--- src/rtl/lcd_bus_arbiter.sv ---
// Arbitrates a command port and a data port onto an HD44780 4-bit bus.
// Each byte goes out as two enable-strobed nibbles followed by an execution wait.
module lcd_bus_arbiter #(
  parameter int EN_CYC   = 26,
  parameter int EXEC_CYC = 2000,
  parameter int LONG_CYC = 80000
) (
  input  logic       clk,
  input  logic       rst_n,
  input  logic       cmd_valid,
  input  logic [7:0] cmd_data,
  output logic       cmd_ready,
  input  logic       dat_valid,
  input  logic [7:0] dat_data,
  output logic       dat_ready,
  output logic       lcd_rs,
  output logic       lcd_en,
  output logic [3:0] lcd_d,
  output logic       busy
);

  typedef enum logic [2:0] {
    IDLE, SETUP_H, EN_H, HOLD_H, SETUP_L, EN_L, HOLD_L, EXEC
  } state_t;

  localparam logic [19:0] EN_LOAD   = 20'(EN_CYC - 1);
  localparam logic [19:0] EXEC_LOAD = 20'(EXEC_CYC - 1);
  localparam logic [19:0] LONG_LOAD = 20'(LONG_CYC - 1);

  state_t      state_reg, state_next;
  logic [19:0] cnt_reg, cnt_next;
  logic [7:0]  byte_reg, byte_next;
  logic        rs_reg, rs_next;
  logic        long_reg, long_next;
  logic        last_dat_reg, last_dat_next;
  logic        lcd_rs_reg, lcd_rs_next;
  logic        lcd_en_reg, lcd_en_next;
  logic [3:0]  lcd_d_reg, lcd_d_next;

  logic grant_cmd, grant_dat, timer_done;

  // On a tie the port that did not win last time gets the bus.
  assign grant_cmd  = cmd_valid && (!dat_valid || last_dat_reg);
  assign grant_dat  = dat_valid && (!cmd_valid || !last_dat_reg);
  assign cmd_ready  = rst_n && (state_reg == IDLE) && grant_cmd;
  assign dat_ready  = rst_n && (state_reg == IDLE) && grant_dat;
  assign busy       = (state_reg != IDLE);
  assign timer_done = (cnt_reg == 20'd0);

  assign lcd_rs = lcd_rs_reg;
  assign lcd_en = lcd_en_reg;
  assign lcd_d  = lcd_d_reg;

  always_comb begin
    state_next    = state_reg;
    cnt_next      = cnt_reg;
    byte_next     = byte_reg;
    rs_next       = rs_reg;
    long_next     = long_reg;
    last_dat_next = last_dat_reg;
    lcd_rs_next   = lcd_rs_reg;
    lcd_d_next    = lcd_d_reg;
    lcd_en_next   = 1'b0;

    case (state_reg)
      IDLE: begin
        if (cmd_ready) begin
          byte_next     = cmd_data;
          rs_next       = 1'b0;
          long_next     = (cmd_data[7:2] == 6'd0) && (cmd_data[1:0] != 2'd0);
          last_dat_next = 1'b0;
          state_next    = SETUP_H;
        end else if (dat_ready) begin
          byte_next     = dat_data;
          rs_next       = 1'b1;
          long_next     = 1'b0;
          last_dat_next = 1'b1;
          state_next    = SETUP_H;
        end
      end
      SETUP_H: begin
        state_next = EN_H;
        cnt_next   = EN_LOAD;
      end
      EN_H: begin
        if (timer_done) begin
          state_next = HOLD_H;
          cnt_next   = EN_LOAD;
        end else begin
          cnt_next = cnt_reg - 20'd1;
        end
      end
      HOLD_H: begin
        if (timer_done) state_next = SETUP_L;
        else            cnt_next   = cnt_reg - 20'd1;
      end
      SETUP_L: begin
        state_next = EN_L;
        cnt_next   = EN_LOAD;
      end
      EN_L: begin
        if (timer_done) begin
          state_next = HOLD_L;
          cnt_next   = EN_LOAD;
        end else begin
          cnt_next = cnt_reg - 20'd1;
        end
      end
      HOLD_L: begin
        if (timer_done) begin
          state_next = EXEC;
          cnt_next   = long_reg ? LONG_LOAD : EXEC_LOAD;
        end else begin
          cnt_next = cnt_reg - 20'd1;
        end
      end
      EXEC: begin
        if (timer_done) state_next = IDLE;
        else            cnt_next   = cnt_reg - 20'd1;
      end
      default: state_next = IDLE;
    endcase

    // Pins are registered from the next state so they line up with the state itself.
    if (state_next == SETUP_H) begin
      lcd_rs_next = rs_next;
      lcd_d_next  = byte_next[7:4];
    end
    if (state_next == SETUP_L) lcd_d_next = byte_reg[3:0];
    lcd_en_next = (state_next == EN_H) || (state_next == EN_L);
  end

  always_ff @(posedge clk or negedge rst_n) begin
    if (!rst_n) begin
      state_reg    <= IDLE;
      cnt_reg      <= 20'd0;
      byte_reg     <= 8'd0;
      rs_reg       <= 1'b0;
      long_reg     <= 1'b0;
      last_dat_reg <= 1'b1;
      lcd_rs_reg   <= 1'b0;
      lcd_en_reg   <= 1'b0;
      lcd_d_reg    <= 4'd0;
    end else begin
      state_reg    <= state_next;
      cnt_reg      <= cnt_next;
      byte_reg     <= byte_next;
      rs_reg       <= rs_next;
      long_reg     <= long_next;
      last_dat_reg <= last_dat_next;
      lcd_rs_reg   <= lcd_rs_next;
      lcd_en_reg   <= lcd_en_next;
      lcd_d_reg    <= lcd_d_next;
    end
  end

endmodule

--- config.mk ---
export PLATFORM = sky130hd
export DESIGN_NAME = lcd_bus_arbiter
export DESIGN_NICKNAME = d
export VERILOG_FILES = /design/src/rtl/lcd_bus_arbiter.sv
export SDC_FILE = /design/constraint.sdc
export NUM_CORES = 1
export LEC_CHECK = 0
export ABC_CLOCK_PERIOD_IN_PS = 5700
export BUFFER_PORTS_ARGS = -buffer_cell sky130_fd_sc_hd__buf_2
export CAP_MARGIN = 40
export CORE_UTILIZATION = 60
export CTS_CLUSTER_DIAMETER = 100
export DETAILED_ROUTE_END_ITERATION = 16
export HOLD_SLACK_MARGIN = 0.06
export PLACE_DENSITY = 0.82
export SETUP_SLACK_MARGIN = 0.1
export SLEW_MARGIN = 20
export SYNTH_ARGS = -nofsm -noshare
export SYNTH_HDL_FRONTEND = slang
export SYNTH_SLANG_ARGS = --single-unit
--- constraint.sdc ---
create_clock -name clk -period 5.7 [get_ports clk]
set_input_delay 0.855 -clock clk [delete_from_list [all_inputs] [get_ports clk]]
set_output_delay 0.855 -clock clk [all_outputs]
set_load 0.05 [all_outputs]
======== Word level (Yosys, flattened, before mapping) ========
Index checks and enable logic that the tools add are counted.
storage, ports and cells
  register bits ........................... 40
  output and inout port bits .............. 9
  word-level logic and storage cells ...... 73
  input bits .............................. 20
operators by class
  multiplexer cells ....................... 25
  add/sub/neg operators ................... 1
  reductions and logical operators ........ 25
  equality and inequality tests ........... 12
operators by type and width
  cell                                                 number
  one-hot mux 20 bit (4 select lines)                  1
  two-way mux 20 bit                                   3
  two-way mux 8 bit                                    3
  one-hot mux 3 bit (8 select lines)                   1
  two-way mux 3 bit                                    7
  logical NOT 20 bit                                   1
  subtractor 20 x 1 -> 20 bit (second input constant)  1
  == test 3 bit (second input constant)                6
  two-way mux 17 bit                                   1
  == test 3 x 2 -> 1 bit (second input constant)       3
  two-way mux 4 bit                                    2
  two-way mux 1 bit                                    7
  == test 3 x 1 -> 1 bit (second input constant)       2
  logical AND 1 bit                                    6
  logical NOT 6 bit                                    1
  nonzero test 2 bit                                   3
  OR reduction 2 bit                                   3
  AND reduction 2 bit                                  2
  nonzero test 4 bit                                   1
  logical NOT 1 bit                                    3
  logical NOT 3 bit                                    1
  logical OR 1 bit                                     3
  nonzero test 3 bit                                   1
  inequality test 2 bit (second input constant)        1

======== Longest topological paths before layout ========
  word-level depth ........................ 10
  mapped depth ............................ 8
  gate-level depth less buffers ........... 7

======== Worst setup path after synthesis ========
OpenSTA, ideal clock, no wires.
  path kind ............................... input to output
  from .................................... input port rst_n
  to ...................................... output port dat_ready
  path buffers ............................ 0
  slack ................................... 2.885 ns
  stages on the path ...................... 3
  data arrival time ....................... 1.960 ns
  path through ............................ or4b_1 -> a211o_1 -> inv_1
on the way
  word-level cells in the longest chain between the ends .. 2
ends and longest elaborated chain
  what                            RTL line  RTL
  from (decl)                     9         input logic rst_n,
  logical AND 1 bit (2 in a row)  46        assign dat_ready = rst_n && (state_reg == IDLE) && grant_dat;
  to (decl)                       15        output logic dat_ready,
Every way passes these cells.

======== Final worst setup path ========
Same ends and word-level chain as after synthesis.

==> results.cfg <==
[run_status]
run_status = finished clean

[logic_synthesis]
seq_area_frac_synth_pct = 40.8
synth_ff_type = dfrtp_1
synth.yosys.warnings = 0
ys_seq_elements = 37
synthesis.area_sq_um = 2270
syn_nets = 269
synth.avg_cell_area_sq_um = 9.20
syn-instance-count = 247
synthArstFlopShare_pct = 100
synth-edff-count = 0
ys_types = 59

[timing]
finalCritPeriodShare_pct = 60.3
finalCriticalPeriod_ps = 3430
fin_skew_ps = 4.07
fin_setup_tns_ps = 0
max_freq_mhz = 291
setup_viol_count_final = 0
hold_viol = 0
tightest_slew_ps = 842
grt_setup_unrepaired = no
slew_headroom_pct = 43.4
drv_slew = 0
timing.hold.ws_ps = 487

[route]
dr.pass1.iters = 5
drt_iter0_markers = 182
drc = 0
wl_per_cell_um = 16.9
vias_per_cell = 6.28
final_antenna_net_count = 0
vias = 2029
wirelength_mm = 5.47

[final_layout]
largest_register_ffs = 20
mostFrequentLayoutCell = dfrtp_1
layout-drive-gt1-share_pct = 22.0
n_antenna_cell = 0
most-common-layout-cells = 36 x dfrtp_1, 30 x nor2_1, 28 x buf_2, 19 x nand2_1, 17 x o21ai_0
area_delta_synth_final_pct = 14.3
final_cells = 323
nNetsFinal = 298
utilization_pct = 74.9

[die]
rows = 21
dieArea_sq_um = 4040
initial_core_util_pct = 65.5
die_y_um = 63.6
io_pins = 29
core_sq_um = 3470
die_w_um = 63.6

[clock_tree]
cts_setup_buffers = 0
cts_tree = done
cts_resized = 0
clk_pin_slew_ps = 80
cts_root_buf = clkbuf_8
htree_num_levels = 2
insertion_delay_ps = 290
cts_buffer_depth = 2
numClockSinks = 37
cts_buffers = 5
hold_buffers = 0

[critical_path]
end_kind = primary output
critPathRequiredTime_ps = 4850
cp_max_fo = 40
start_kind = input port
worstPathArrival_ps = 2580
crit_type = in -> out

[power]
power-per-cell-area_nw_per_um2 = 220
ir_worst_vdd_mv = 0.182
power.total_mw = 0.571
pwr-share-clk_pct = 47.7
p_int_mw = 0.451
p_sw_mw = 0.120
combPwrFrac_pct = 5.3
p_leak_nw = 1.25
seqPwrFrac_pct = 47.0
switching_share_pct = 21.1

[worst_hold_path]
hold_class = reg -> reg

[global_routing]
overflow = 0
antenna_found_initial = 0
grt_max_degree = 41
grt_pass1_vias = 2011
grt_use_total_pct = 30.7
grt_pass1_wl_mm = 9.49

[placed_design]
numPortBuffers = 28
gp_congestion = 0.902
hpwlAfterDp_mm = 3.82
post-place-cells = 315

[flow_run]
max-cap-violations = 0
routing by layer:
| metal | GRT usage, % | up-vias | wire length [um] |
|---|---|---|---|
| met5 | 0 | - | 0 |
| met4 | 13.1 | 0 | 71 |
| met3 | 4.89 | 9 | 347 |
| met2 | 45.9 | 87 | 2540 |
| met1 | 44.0 | 960 | 2510 |
| li1 | - | 973 | - |
power groups by stage:
| stage | clock network (mW) | registers [mW] | logic (mW) |
|---|---|---|---|
| after floorplan | 0 | 0.281 | 0.00626 |
| after global placement | 0 | 0.274 | 0.0298 |
| after detailed placement | 0 | 0.274 | 0.0305 |
| after CTS | 0.270 | 0.269 | 0.0308 |
| after global routing | 0.280 | 0.269 | 0.0338 |
| final | 0.272 | 0.269 | 0.0303 |
path summary, 6_finish.rpt:
path	to	slack, ps	start	depth (start not counted)
worst max-delay path	dat_ready	2270	rst_n	6
worst min-delay path	lcd_rs	490	lcd_rs	2
worst max register to register	cnt_reg[7]	3160	cnt_reg[6]	5
worst min register to register	lcd_rs	490	lcd_rs	2
max in group asynchronous	last_dat_reg	4730	rst_n	2
min in group asynchronous	state_reg[0]	610	rst_n	2
metrics by stage:
stage	cell area (sq um)	setup slack (ps)
2_1_floorplan	2270	2890
3_3_place_gp	2450	2290
5_1_grt	2600	2110
6_report	2600	2270
4_1_cts	2600	2250
3_5_place_dp	2460	2250
logic make-up after synthesis:
logic type | Yosys count | share of synthesized area (%)
AND/OR/NAND/NOR | 108 | 28.6
flip-flops | 37 | 40.8
AO/OA/AOI/OAI | 67 | 20.2
buffers and inverters | 19 | 3.30
XOR/XNOR | 6 | 2.31
adder cells (fa/ha/maj) | 2 | 1.10
multiplexers | 8 | 3.74
critical path, cell delays in order:
cell and delay (ps):
buf_2 80, buf_4 410, or4b_1 540, a211o_1 340, inv_1 80, buf_2 250
cell usage after synthesis, drive strengths merged (2+ instances only):
master | number | area, sq um
or2 | 2 | 12.5
a31oi | 4 | 25.0
nor3 | 9 | 66.3
o31ai | 6 | 45.0
and2 | 2 | 12.5
nand4 | 3 | 33.8
or4 | 5 | 41.3
nor2b | 2 | 12.5
buf | 3 | 15.0
nand3 | 13 | 65.1
or4b | 2 | 20.0
or3 | 4 | 25.0
nor4 | 7 | 108
mux2i | 4 | 40.0
o21a | 2 | 15.0
a21oi | 10 | 53.8
inv | 10 | 37.5
o211ai | 2 | 15.0
a21boi | 2 | 15.0
o21ai | 17 | 85.1
nor2 | 30 | 113
a211o | 4 | 35.0
nand2b | 4 | 25.0
nand2 | 21 | 83.8
ha | 2 | 25.0
mux2 | 4 | 45.0
xnor2 | 4 | 35.0
dfrtp | 36 | 901
o22ai | 5 | 37.5
clkbuf | 6 | 22.5
xor2 | 2 | 17.5
a211oi | 3 | 22.5
final cells by class:
class | count | area (sq um)
multi-input combinational | 191 | 1280
clock buffer | 5 | 68.8
fill | 256 | 870
sequential | 37 | 927
timing repair buffer | 31 | 163
tap | 46 | 57.6
clock inverter | 3 | 65.1
inverter | 10 | 37.5
Power figures use the tool's default switching activity.
